$ cat config.mk
export PLATFORM = sky130hd
export DESIGN_NAME = axi4_lite_slave_regfile
export DESIGN_NICKNAME = d
export VERILOG_FILES = /design/src/rtl/axi4_lite_slave_regfile_pkg.sv /design/src/rtl/axi4_lite_addr_decode.sv /design/src/rtl/axi4_lite_slave_regfile.sv
export SDC_FILE = /design/constraint.sdc
export NUM_CORES = 1
export LEC_CHECK = 0
export ABC_AREA = 0
export CORE_AREA = 2 2 256 258
export DETAILED_ROUTE_END_ITERATION = 6
export DIE_AREA = 0 0 258 260
export PLACE_DENSITY = 0.66
export SETUP_SLACK_MARGIN = 0.02
export SLEW_MARGIN = 20
export SYNTH_ARGS = -nofsm -noshare
export SYNTH_HDL_FRONTEND = slang
export SYNTH_SLANG_ARGS = --single-unit
$ cat constraint.sdc
create_clock -name iCLK -period 2.42 [get_ports iCLK]
set_clock_uncertainty 0.05 [all_clocks]
set_input_delay 0.726 -clock iCLK [delete_from_list [all_inputs] [get_ports iCLK]]
set_output_delay 0.726 -clock iCLK [all_outputs]
set_load 0.05 [all_outputs]
$ cat src/rtl/axi4_lite_slave_regfile_pkg.sv
// axi4_lite_slave_regfile_pkg: shared AXI4-Lite response codes, PROT width and register-index width helper.
package axi4_lite_slave_regfile_pkg;
  localparam logic [1:0] RESP_OKAY   = 2'b00;
  localparam logic [1:0] RESP_EXOKAY = 2'b01;
  localparam logic [1:0] RESP_SLVERR = 2'b10;
  localparam logic [1:0] RESP_DECERR = 2'b11;
  localparam int PROT_W = 3;
  function automatic int idx_w(input int n);
    return n > 1 ? $clog2(n) : 1;
  endfunction
endpackage

$ cat src/rtl/axi4_lite_addr_decode.sv
// axi4_lite_addr_decode: byte address -> register index and in-range flag (combinational).
// Ports: addr (byte address), idx (word index relative to BASE_ADDR), in_range (BASE_ADDR <= addr, idx < NUM_REGS).
module axi4_lite_addr_decode
  import axi4_lite_slave_regfile_pkg::*;
#(
  parameter int ADDR_WIDTH = 32,
  parameter int DATA_WIDTH = 32,
  parameter int NUM_REGS = 16,
  parameter logic [ADDR_WIDTH-1:0] BASE_ADDR = '0,
  parameter int IW = idx_w(NUM_REGS)
) (
  input  logic [ADDR_WIDTH-1:0] addr,
  output logic [IW-1:0]         idx,
  output logic                  in_range
);
  localparam int SH = $clog2(DATA_WIDTH / 8);
  logic [ADDR_WIDTH-1:0] word;
  // sub-word address bits fall away in the shift
  assign word = (addr - BASE_ADDR) >> SH;
  assign in_range = (addr >= BASE_ADDR) && (word < ADDR_WIDTH'(NUM_REGS));
  assign idx = word[IW-1:0];
endmodule

$ cat src/rtl/axi4_lite_slave_regfile.sv
// axi4_lite_slave_regfile: AXI4-Lite slave with NUM_REGS word registers, byte strobes, SLVERR when out of range.
// Ports: iCLK, iRST (async active-low); AXI4-Lite slave channels s_AW*, s_W*, s_B*, s_AR*, s_R*;
//   regs_out flat export (register i at [i*DATA_WIDTH +: DATA_WIDTH]).
// Option AXI4_LITE_REGFILE_WR_PULSE_EN: adds wr_pulse[NUM_REGS-1:0], one cycle high per OKAY commit to that index.
module axi4_lite_slave_regfile
  import axi4_lite_slave_regfile_pkg::*;
#(
  parameter int ADDR_WIDTH = 32,
  parameter int DATA_WIDTH = 32,
  parameter int NUM_REGS = 16,
  parameter logic [ADDR_WIDTH-1:0] BASE_ADDR = '0
) (
  input  logic                           iCLK,
  input  logic                           iRST,
  input  logic                           s_AWVALID,
  output logic                           s_AWREADY,
  input  logic [ADDR_WIDTH-1:0]          s_AWADDR,
  input  logic [PROT_W-1:0]              s_AWPROT,
  input  logic                           s_WVALID,
  output logic                           s_WREADY,
  input  logic [DATA_WIDTH-1:0]          s_WDATA,
  input  logic [DATA_WIDTH/8-1:0]        s_WSTRB,
  output logic                           s_BVALID,
  input  logic                           s_BREADY,
  output logic [1:0]                     s_BRESP,
  input  logic                           s_ARVALID,
  output logic                           s_ARREADY,
  input  logic [ADDR_WIDTH-1:0]          s_ARADDR,
  input  logic [PROT_W-1:0]              s_ARPROT,
  output logic                           s_RVALID,
  input  logic                           s_RREADY,
  output logic [DATA_WIDTH-1:0]          s_RDATA,
  output logic [1:0]                     s_RRESP,
`ifdef AXI4_LITE_REGFILE_WR_PULSE_EN
  output logic [NUM_REGS-1:0]            wr_pulse,
`endif
  output logic [NUM_REGS*DATA_WIDTH-1:0] regs_out
);
  localparam int SW = DATA_WIDTH / 8;
  localparam int IW = idx_w(NUM_REGS);
  logic [DATA_WIDTH-1:0] regs [NUM_REGS];
  logic [IW-1:0] wa_idx, ra_idx, aw_idx;
  logic wa_ok, ra_ok, aw_ok, aw_full, w_full, aw_nxt, w_nxt, commit;
  logic [DATA_WIDTH-1:0] w_data;
  logic [SW-1:0] w_strb;
  logic unused;
  assign unused = ^{s_AWPROT, s_ARPROT};
  axi4_lite_addr_decode #(.ADDR_WIDTH(ADDR_WIDTH), .DATA_WIDTH(DATA_WIDTH), .NUM_REGS(NUM_REGS), .BASE_ADDR(BASE_ADDR))
    u_aw_dec (.addr(s_AWADDR), .idx(wa_idx), .in_range(wa_ok));
  axi4_lite_addr_decode #(.ADDR_WIDTH(ADDR_WIDTH), .DATA_WIDTH(DATA_WIDTH), .NUM_REGS(NUM_REGS), .BASE_ADDR(BASE_ADDR))
    u_ar_dec (.addr(s_ARADDR), .idx(ra_idx), .in_range(ra_ok));
  // a commit needs both stages filled and no response still waiting for BREADY
  assign commit = aw_full & w_full & ~s_BVALID;
  assign aw_nxt = ~commit & (aw_full | (s_AWVALID & s_AWREADY));
  assign w_nxt  = ~commit & (w_full | (s_WVALID & s_WREADY));
  always_ff @(posedge iCLK or negedge iRST)
    if (!iRST) begin
      aw_full   <= 1'b0;
      w_full    <= 1'b0;
      s_AWREADY <= 1'b0;
      s_WREADY  <= 1'b0;
      s_BVALID  <= 1'b0;
      s_BRESP   <= RESP_OKAY;
      aw_idx    <= '0;
      aw_ok     <= 1'b0;
      w_data    <= '0;
      w_strb    <= '0;
      for (int i = 0; i < NUM_REGS; i++) regs[i] <= '0;
    end else begin
      aw_full   <= aw_nxt;
      w_full    <= w_nxt;
      s_AWREADY <= ~aw_nxt;
      s_WREADY  <= ~w_nxt;
      if (s_AWVALID & s_AWREADY) begin
        aw_idx <= wa_idx;
        aw_ok  <= wa_ok;
      end
      if (s_WVALID & s_WREADY) begin
        w_data <= s_WDATA;
        w_strb <= s_WSTRB;
      end
      if (commit) begin
        s_BVALID <= 1'b1;
        s_BRESP  <= aw_ok ? RESP_OKAY : RESP_SLVERR;
      end else if (s_BREADY) s_BVALID <= 1'b0;
      if (commit & aw_ok)
        for (int b = 0; b < SW; b++)
          if (w_strb[b]) regs[aw_idx][8*b +: 8] <= w_data[8*b +: 8];
    end
  // read samples regs before any same-edge commit lands, so it returns the pre-write value
  always_ff @(posedge iCLK or negedge iRST)
    if (!iRST) begin
      s_ARREADY <= 1'b0;
      s_RVALID  <= 1'b0;
      s_RDATA   <= '0;
      s_RRESP   <= RESP_OKAY;
    end else if (s_ARVALID & s_ARREADY) begin
      s_ARREADY <= 1'b0;
      s_RVALID  <= 1'b1;
      s_RDATA   <= ra_ok ? regs[ra_idx] : '0;
      s_RRESP   <= ra_ok ? RESP_OKAY : RESP_SLVERR;
    end else begin
      s_ARREADY <= ~s_RVALID | s_RREADY;
      if (s_RREADY) s_RVALID <= 1'b0;
    end
`ifdef AXI4_LITE_REGFILE_WR_PULSE_EN
  always_ff @(posedge iCLK or negedge iRST)
    if (!iRST) wr_pulse <= '0;
    else wr_pulse <= (commit & aw_ok) ? NUM_REGS'(1) << aw_idx : '0;
`endif
  for (genvar g = 0; g < NUM_REGS; g++) begin : g_out
    assign regs_out[g*DATA_WIDTH +: DATA_WIDTH] = regs[g];
  end
endmodule

-- Yosys cells after proc, flatten, opt, wreduce, memory -nomap -nowiden
Cells that the tools add are included.
- bits in registers: 596
- output and inout port bits: 553
- logic and storage cells: 90
- magnitude comparators: 7
- muxes and demuxes: 30
- bitwise gates (word level): 18
- reductions and logical operators: 5
- operators by type and width (operator ; number):
    $mux 512 ; 7
    $bwmux 512 ; 4
    $demux 32 s4 ; 4
    $bmux 32 s4 ; 1
    $mux 32 ; 4
    $ge 32x1->1 const B ; 2
    $lt 30x5->1 const B ; 2
    $mux 24 ; 1
    $mux 16 ; 1
    $ge 5x5->1 const B ; 2
    $not 4->5 ; 2
    $and 1x1->1 ; 8
    $mux 8 ; 1
    $lt 5x1->1 const B ; 1
    $mux 1 ; 5
    $not 1->1 ; 5
    $mux 2 ; 2
    $reduce_bool 2->1 ; 2
    $logic_and 1x1->1 ; 3
    $or 1x1->1 ; 3

-- Longest topological paths before layout
Gate-level depths: netlist of run 1.
- depth after elaboration: 16
- gate-level depth with buffers: 7
- mapped depth without buffers: 4

-- Hierarchy
From an unflattened synthesis of run 1, not the netlist that was laid out.
- cells, all modules: 1746
- area, all modules: 26470.4 µm²
- by module, submodules not included (module ; times used ; cells each ; area an instance (µm²)):
    axi4_lite_slave_regfile ; 1 ; 1718 ; 26297.7
    axi4_lite_addr_decode ; 2 ; 14 ; 86.3

-- Worst setup path after synthesis of run 1
OpenSTA, ideal clock, no wires.
- path type: reg-to-reg
- start point: register s_BVALID
- end point: register regs (netlist bit regs_out[88])
- library setup time: 0.125 ns
- arrival time: 2.041 ns
- slack: 0.204 ns
- stages on the path, launching flop included: 7
- cell sequence: dfrtp_1 nand3b_4 or2_1 buf_6 buf_12 nor4_4 mux2_2
- word-level cells in the longest chain between the ends: 3
- ends and longest elaborated chain (what ; line ; RTL):
    start: declaration ; axi4_lite_slave_regfile.sv:23 ; output logic s_BVALID,
    start signal: assignment ; axi4_lite_slave_regfile.sv:62 ; s_BVALID <= 1'b0;
    start signal: assignment ; axi4_lite_slave_regfile.sv:83 ; s_BVALID <= 1'b1;
    start signal: assignment ; axi4_lite_slave_regfile.sv:85 ; end else if (s_BREADY) s_BVALID <= 1'b0;
    $not 1->1 ; axi4_lite_slave_regfile.sv:53 ; assign commit = aw_full & w_full & ~s_BVALID;
    $and 1x1->1 ; axi4_lite_slave_regfile.sv:53 ;
    $and 1x1->1 ; axi4_lite_slave_regfile.sv:86 ; if (commit & aw_ok)
    end signal: indexed assignment ; axi4_lite_slave_regfile.sv:88 ; if (w_strb[b]) regs[aw_idx][8*b +: 8] <= w_data[8*b +: 8];
    end: declaration ; axi4_lite_slave_regfile.sv:41 ; logic [DATA_WIDTH-1:0] regs [NUM_REGS];
Every way passes these cells.
A chain may end at the register's enable or synchronous reset.

-- Worst setup path after layout of run 1
- start point: register regs (netlist bit regs_out[63])
- end point: output port regs_out[63]
- RTL lines (what ; line ; RTL):
    end: declaration ; axi4_lite_slave_regfile.sv:37 ; output logic [NUM_REGS*DATA_WIDTH-1:0] regs_out
No word-level cell between the ends.

==> flow_metrics.env, run 1 <==
export IMPL_status="finished, final reports clean"
export IMPL_dr_pass1_iters=5
export IMPL_synth_top_cell_by_area="dfrtp_1"
export IMPL_synth_edff_count=0
export IMPL_reg2reg_depth=4
export IMPL_drive_above_1_share=0.3674
export IMPL_slew_headroom=0.5318
export IMPL_regToRegStartpoint="aw_idx[1]"
export IMPL_fin_nets=2802
export IMPL_wire_per_inst_um=27.76
export IMPL_syn_area_sq_um=26600
export IMPL_syn_to_final_growth_pct=36.93
export IMPL_drv_slew=0
export IMPL_die_y_um=260
export IMPL_grt_first_pass_wirelength_um=145200
export IMPL_dp_hpwl_um=70750
export IMPL_max_freq_ghz=0.4201
export IMPL_drtIter0Drc=1305
export IMPL_period_share=0.9837
export IMPL_final_antenna_net_count=0
export IMPL_die_area_sq_um=67080
export IMPL_tritoncts="done"
export IMPL_cap_viol_max_count=0
export IMPL_swShare=0.2894
export IMPL_clock_path_buffers=3
export IMPL_yosysSeqAreaShare=0.5588
export IMPL_grt_ovfl_total=0
export IMPL_utilization=0.5681
export IMPL_synth_top_family_by_area="multiplexers"
export IMPL_synthCells=1950
export IMPL_finalHoldViolCount=0
export IMPL_r2r_setup_slack_ns=0.13
export IMPL_synth_xor_area_share=0
export IMPL_rsz0062_at_grt="yes"
export IMPL_synthArstFlopShare=1.000
export IMPL_fp_coreArea_sq_um=64120
export IMPL_power_switching_uw=7000
export IMPL_path_cells="dlygate4sd2_1"
export IMPL_peakVddDrop_v=0.0004973
export IMPL_period_needed_ns=2.381
export IMPL_grt_max_degree=103
export IMPL_worstSkewPairLatency_ns=0.60
export IMPL_end_kind="output port"
export IMPL_p_leak_uw=0.01963
export IMPL_fillers=5448
export IMPL_synth_top_area_share=0.5588
export IMPL_num_rows=93
export IMPL_p_int_uw=17190
export IMPL_final_setup_worst_slack_ns=0.03947
export IMPL_setup_viol=0
export IMPL_critPathTopFamily="buffers and inverters"
export IMPL_start_kind="register"
export IMPL_clkSinkCount=594
export IMPL_path_depth=1
export IMPL_rr_endpoint="regs_out[38]"
export IMPL_wl_um=99610
export IMPL_share_clk_of_total_power=0.409
export IMPL_h_tree_depth=3
export IMPL_vias=20100
export IMPL_cpPeakStageDelay_ns=0.58
export IMPL_critical_path_class="reg2out"
export IMPL_clk_pin_slew_worst_paths_ns=0.06
export IMPL_worstPathMaxFanout=3
export IMPL_arrival_ns=1.60
export IMPL_cts_buffers=66
export IMPL_critPathBufInv=1
export IMPL_gp_congestion=0.8753
export IMPL_io_pins=666
export IMPL_worstMarginPinSlew_ns=0.7023
export IMPL_antenna_found_initial=3
export IMPL_power_density_nw_per_um2=664.1
export IMPL_syn_avg_cell_area_sq_um=13.64
export IMPL_start_util=0.4149
export IMPL_synthAdderAreaFrac=0
export IMPL_hold_start="s_RDATA[24]"
export IMPL_synth_cell_type_count=38
export IMPL_synth_compound_area_frac=0.03885
export IMPL_root_buffer="clkbuf_16"
export IMPL_multi_input_area_sq_um=11180
export IMPL_io_buffer_count=653
export IMPL_synth_mux_area_frac=0.3302
export IMPL_grt_pass1_vias=20918
export IMPL_grt_usage=0.2938
export IMPL_ys_flop_type="dfrtp_1"
export IMPL_worstPathRequired_ns=1.64
export IMPL_post_place_ws_ns=-0.4359
export IMPL_ys_top_cells_by_area="dfrtp_1 (56%), mux2_2 (23%), mux2i_1 (9.5%), o22ai_1 (2.2%), nor3_1 (1.3%)"
export IMPL_yosysWarnings=0
export IMPL_seqCellArea_sq_um=14860
export IMPL_viasPerCell=5.600
export IMPL_yosys_register_bits=594
export IMPL_cp_endpoint="regs_out[63]"
export IMPL_seqPwrFrac=0.491
export IMPL_critPathLaunch="regs_out[63]"
export IMPL_die_w_um=258
export IMPL_crit_path_top_delay_cell="dlygate4sd2_1"
export IMPL_synth_simple_area_share=0.04943
export IMPL_post_route_drc_count=0
export IMPL_p_comb_frac=0.100
export IMPL_min_path_type="reg2reg"
per-layer routing:
metal | routed length, um | global-route usage | vias up
met5 | 41 | 0 | -
met2 | 49200 | 0.4992 | 771
met1 | 40620 | 0.3710 | 10534
met3 | 6246 | 0.05965 | 176
li1 | - | - | 8613
met4 | 3504 | 0.1097 | 6
worst register-to-register path, cell delays in order, from the launching register on:
cell	delay, ns
dfrtp_1	0.48
nand2b_1	0.21
nor3_1	0.49
nand2_1	0.48
mux2_1	0.44
what timing repair did:
action,4_1_cts,5_1_grt
buffers inserted,0,0
hold endpoints to repair,19,0
setup endpoints to repair,381,67
hold buffers,1,0
resized for setup,376,6
kinds of logic after synthesis:
logic type / after synthesis
buf+inv: 134
compound gates: 166
simple gates: 249
flops: 594
other cells: 1
mux: 806
placed cells by master, fill, tap and decap left out, types with 4 or more instances in the layout:
| cell | netlist | routed |
|---|---|---|
| and2b_1 | 4 | 4 |
| buf_12 | 1 | 37 |
| buf_4 | 4 | 286 |
| clkbuf_1 | 63 | 16 |
| clkbuf_16 | 0 | 67 |
| clkbuf_8 | 0 | 14 |
| clkdlybuf4s15_1 | 0 | 7 |
| clkdlybuf4s50_1 | 0 | 100 |
| clkinv_2 | 0 | 8 |
| dfrtp_1 | 594 | 594 |
| dlygate4sd2_1 | 0 | 364 |
| inv_1 | 7 | 6 |
| mux2_2 | 550 | 550 |
| mux2i_1 | 252 | 252 |
| nand2_1 | 84 | 80 |
| nand2_2 | 4 | 7 |
| nand2b_1 | 6 | 4 |
| nor2_1 | 41 | 41 |
| nor3_1 | 67 | 67 |
| nor3_4 | 9 | 9 |
| nor4_1 | 13 | 12 |
| o21ai_0 | 38 | 38 |
| o22ai_1 | 94 | 94 |
| o31ai_1 | 32 | 32 |
registers in the layout, summed over array words and instances, names as in the netlist, 4 cells and up:
name      cells
w_data       32
s_RDATA      32
aw_idx        4
regs_out    512
w_strb        4
power by group through the flow:
stage	Combinational, uW	Sequential, uW	Clock, uW
after floorplan	1810	11000	0
after global routing	2570	12000	10500
after global placement	2410	11900	0
final	2410	11900	9900
after CTS	2450	11800	10100
after detailed placement	2450	12000	0
Yosys cell counts (all sizes together), types with 6 or more instances:
library cell,n
o21ai,38
nand2b,6
mux2,552
buf,64
nor2,41
inv,7
nand2,88
nor3,79
o31ai,32
clkbuf,63
nor4,15
dfrtp,594
mux2i,252
o22ai,94
cell type report:
class / count / share of cell area
Tap cell: 855 / 0.02937
Multi-Input combinational cell: 1223 / 0.3070
Clock buffer: 97 / 0.05297
Clock inverter: 15 / 0.004534
Sequential cell: 594 / 0.4081
Antenna cell: 1 / 0.00006870
Inverter: 7 / 0.0007213
Timing Repair Buffer: 797 / 0.1973
worst min-delay path by stage:
stage,end,slack (ns),cells past startpoint
2_1_floorplan,aw_full,0.38,0
3_3_place_gp,s_RDATA[29],0.42,2
3_5_place_dp,s_RDATA[24],0.42,2
4_1_cts,s_RDATA[24],0.43,2
5_1_grt,s_RDATA[17],0.45,2
6_report,s_RDATA[24],0.43,2
per-stage QoR:
step / hold slack (ns) / instance area (sq um) / total power (uW) / instances / setup TNS, ns
6_report: 0.4254 / 36430 / 24190 / 3589 / 0
5_1_grt: 0.4528 / 36420 / 25030 / 3588 / -0.02433
4_1_cts: 0.4278 / 36410 / 24330 / 3588 / -0.0007396
3_5_place_dp: 0.4193 / 34770 / 14460 / 3475 / -12.26
3_3_place_gp: 0.4176 / 34770 / 14360 / 3475 / -12.22
2_1_floorplan: 0.3804 / 26610 / 12850 / 1951 / 0
No activity file was read; power rests on OpenSTA's default activity.
==> inputs of run 2 (changes only) <==
--- a/config.mk
+++ b/config.mk
@@ -6,10 +6,12 @@
 export NUM_CORES = 1
 export LEC_CHECK = 0
 export ABC_AREA = 0
-export CORE_AREA = 2 2 256 258
+export CORE_AREA = 2 2 261 263
 export DETAILED_ROUTE_END_ITERATION = 6
-export DIE_AREA = 0 0 258 260
-export PLACE_DENSITY = 0.66
+export DIE_AREA = 0 0 263 265
+export DONT_BUFFER_PORTS = 1
+export PLACE_DENSITY = 0.51
+export RECOVER_POWER = 100
 export SETUP_SLACK_MARGIN = 0.02
 export SLEW_MARGIN = 20
 export SYNTH_ARGS = -nofsm -noshare
==> run 2 against run 1 <==
Sequential share of layout area increased by 8.6 points; wire length decreased by 5.0%; largest power group unchanged; critical path type unchanged; critical path depth unchanged; via count decreased by 14%; the flow now finishes with violations (negative hold slack); power decreased by 0.12%; final cell count decreased by 19%; count of clock-buffer cells in the layout increased by 3.
==> flow_metrics.env, run 2 (synthesis results as in run 1) <==
export IMPL_peakVddDrop_v=0.0006332
export IMPL_dp_hpwl_um=63250
export IMPL_cap_viol_max_count=0
export IMPL_layout_commonest_cell="dfrtp_1"
export IMPL_post_route_drc_count=0
export IMPL_finalHoldViolCount=419
export IMPL_period_share=0.9452
export IMPL_setup_viol=0
export IMPL_start_util=0.3982
export IMPL_fin_nets=2097
export IMPL_grt_first_pass_wirelength_um=134800
export IMPL_p_int_uw=17410
export IMPL_crit_path_top_delay_cell="clkbuf_1"
export IMPL_drv_slew=0
export IMPL_slew_headroom=0.1172
export IMPL_post_cts_setup_buffer_count=0
export IMPL_tritoncts="done"
export IMPL_seqPwrFrac=0.493
export IMPL_cpPeakStageDelay_ns=0.56
export IMPL_arrival_ns=1.51
export IMPL_end_kind="output port"
export IMPL_hold_ws_ns=-0.2261
export IMPL_viasPerCell=5.913
export IMPL_critical_path_class="reg2out"
export IMPL_final_antenna_net_count=0
export IMPL_worstPathRequired_ns=1.64
export IMPL_cts_buffers=69
export IMPL_fp_coreArea_sq_um=66800
export IMPL_grt_max_degree=595
export IMPL_antenna_found_initial=13
export IMPL_max_freq_ghz=0.4372
export IMPL_power_density_nw_per_um2=802.7
export IMPL_r2r_setup_slack_ns=0.18
export IMPL_die_w_um=263
export IMPL_grt_usage=0.2660
export IMPL_h_tree_depth=3
export IMPL_start_kind="register"
export IMPL_tns_ns=0
export IMPL_critPathTopFamily="buffers and inverters"
export IMPL_io_pins=666
export IMPL_root_buffer="clkbuf_16"
export IMPL_gp_congestion=0.8542
export IMPL_rsz0062_at_grt="no"
export IMPL_path_cells="clkbuf_1"
export IMPL_p_leak_uw=0.01483
export IMPL_worstMarginPinSlew_ns=1.324
export IMPL_io_buffer_count=0
export IMPL_grt_pass1_vias=17761
export IMPL_drive_above_1_share=0.3790
export IMPL_min_path_type="in2async"
export IMPL_die_y_um=265
export IMPL_num_rows=95
export IMPL_die_area_sq_um=69700
export IMPL_vias=17248
export IMPL_grt_ovfl_total=0
export IMPL_wire_per_inst_um=32.44
export IMPL_clkSinkCount=594
export IMPL_syn_to_final_growth_pct=13.16
export IMPL_worstPathMaxFanout=3
export IMPL_drtIter0Drc=1046
export IMPL_period_needed_ns=2.287
export IMPL_worstSkewPairLatency_ns=0.61
export IMPL_p_comb_frac=0.066
export IMPL_clk_pin_slew_worst_paths_ns=0.06
export IMPL_fin_cells=2917
export IMPL_layout_common_cells="dfrtp_1 (594), mux2_2 (550), mux2i_1 (252)"
export IMPL_critPathBufInv=1
export IMPL_violations="negative hold slack"
export IMPL_dr_pass1_iters=5
export IMPL_largest_register_ffs=512
export IMPL_wl_um=94620
export IMPL_placed_cells=2786
export IMPL_share_clk_of_total_power=0.442
export IMPL_power_switching_uw=6756
export IMPL_clock_path_buffers=3
export IMPL_swShare=0.2796
export IMPL_status="complete, but fails checks"
## run 2: changes by cell type in the layout (fill, tap and decap cells not counted), sizes merged
| cell | before | now |
|---|---|---|
| dlygate4sd2 | 364 | 0 |
| buf | 325 | 41 |
| clkdlybuf4s50 | 100 | 0 |
| clkbuf | 97 | 148 |
| clkdlybuf4s15 | 7 | 0 |
| clkinv | 9 | 16 |
| diode | 1 | 7 |
| clkinvlp | 0 | 2 |
| dlygate4sd3 | 1 | 0 |
## run 2: metal layers
layer,GRT usage,vias to the layer above,wire length (um)
li1,-,7220,-
met1,0.3169,9160,36950
met2,0.4439,696,46330
met3,0.09131,162,8149
met4,0.1021,10,3100
met5,0,-,87
## run 2: repair_timing
| item | 4_1_cts | 5_1_grt |
|---|---|---|
| endpoints found under the setup margin | 0 | 20 |
| endpoints found under the hold margin | 594 | 594 |
| gates resized for setup | 0 | 3 |
## run 2: power groups by stage
stage	Combinational (uW)	Sequential (uW)	Clock, uW
after floorplan	1810	11000	0
after global placement	1670	12000	0
after detailed placement	1690	12100	0
after CTS	1700	11900	11000
after global routing	1690	12100	11300
final	1590	11900	10700
## run 2: metrics by stage
step	power (uW)	setup slack [ns]	hold WS, ns	util	area [sq um]
global placement	13700	0.09779	0.4024	0.4186	27960
detailed placement	13780	0.05033	0.4015	0.4186	27960
CTS	24550	0.1395	-0.2647	0.4539	30320
finish	24160	0.1327	-0.2261	0.4506	30100
global route	25100	0.04362	-0.2619	0.4506	30100
floorplan	12850	0.2043	0.3804	-	26610
## run 2: area by class of cell
cell class	count	area, sq um
Fill cell	6094	36700
Tap cell	873	1092
Timing Repair Buffer	89	673.1
Clock buffer	100	2085
Sequential cell	594	14860
Multi-Input combinational cell	1223	11070
Antenna cell	7	17.52
Clock inverter	24	275.3
Inverter	7	26.28
## run 2: worst paths after layout
path	start	end	cells past startpoint
max	s_BVALID	s_BVALID	1
min	iRST	regs_out[117]	0
max reg2reg	s_BVALID	regs_out[57]	6
min reg2reg	w_strb[1]	w_strb[1]	1
max in group asynchronous	iRST	regs_out[386]	0
min in group iCLK	s_BREADY	s_BVALID	1
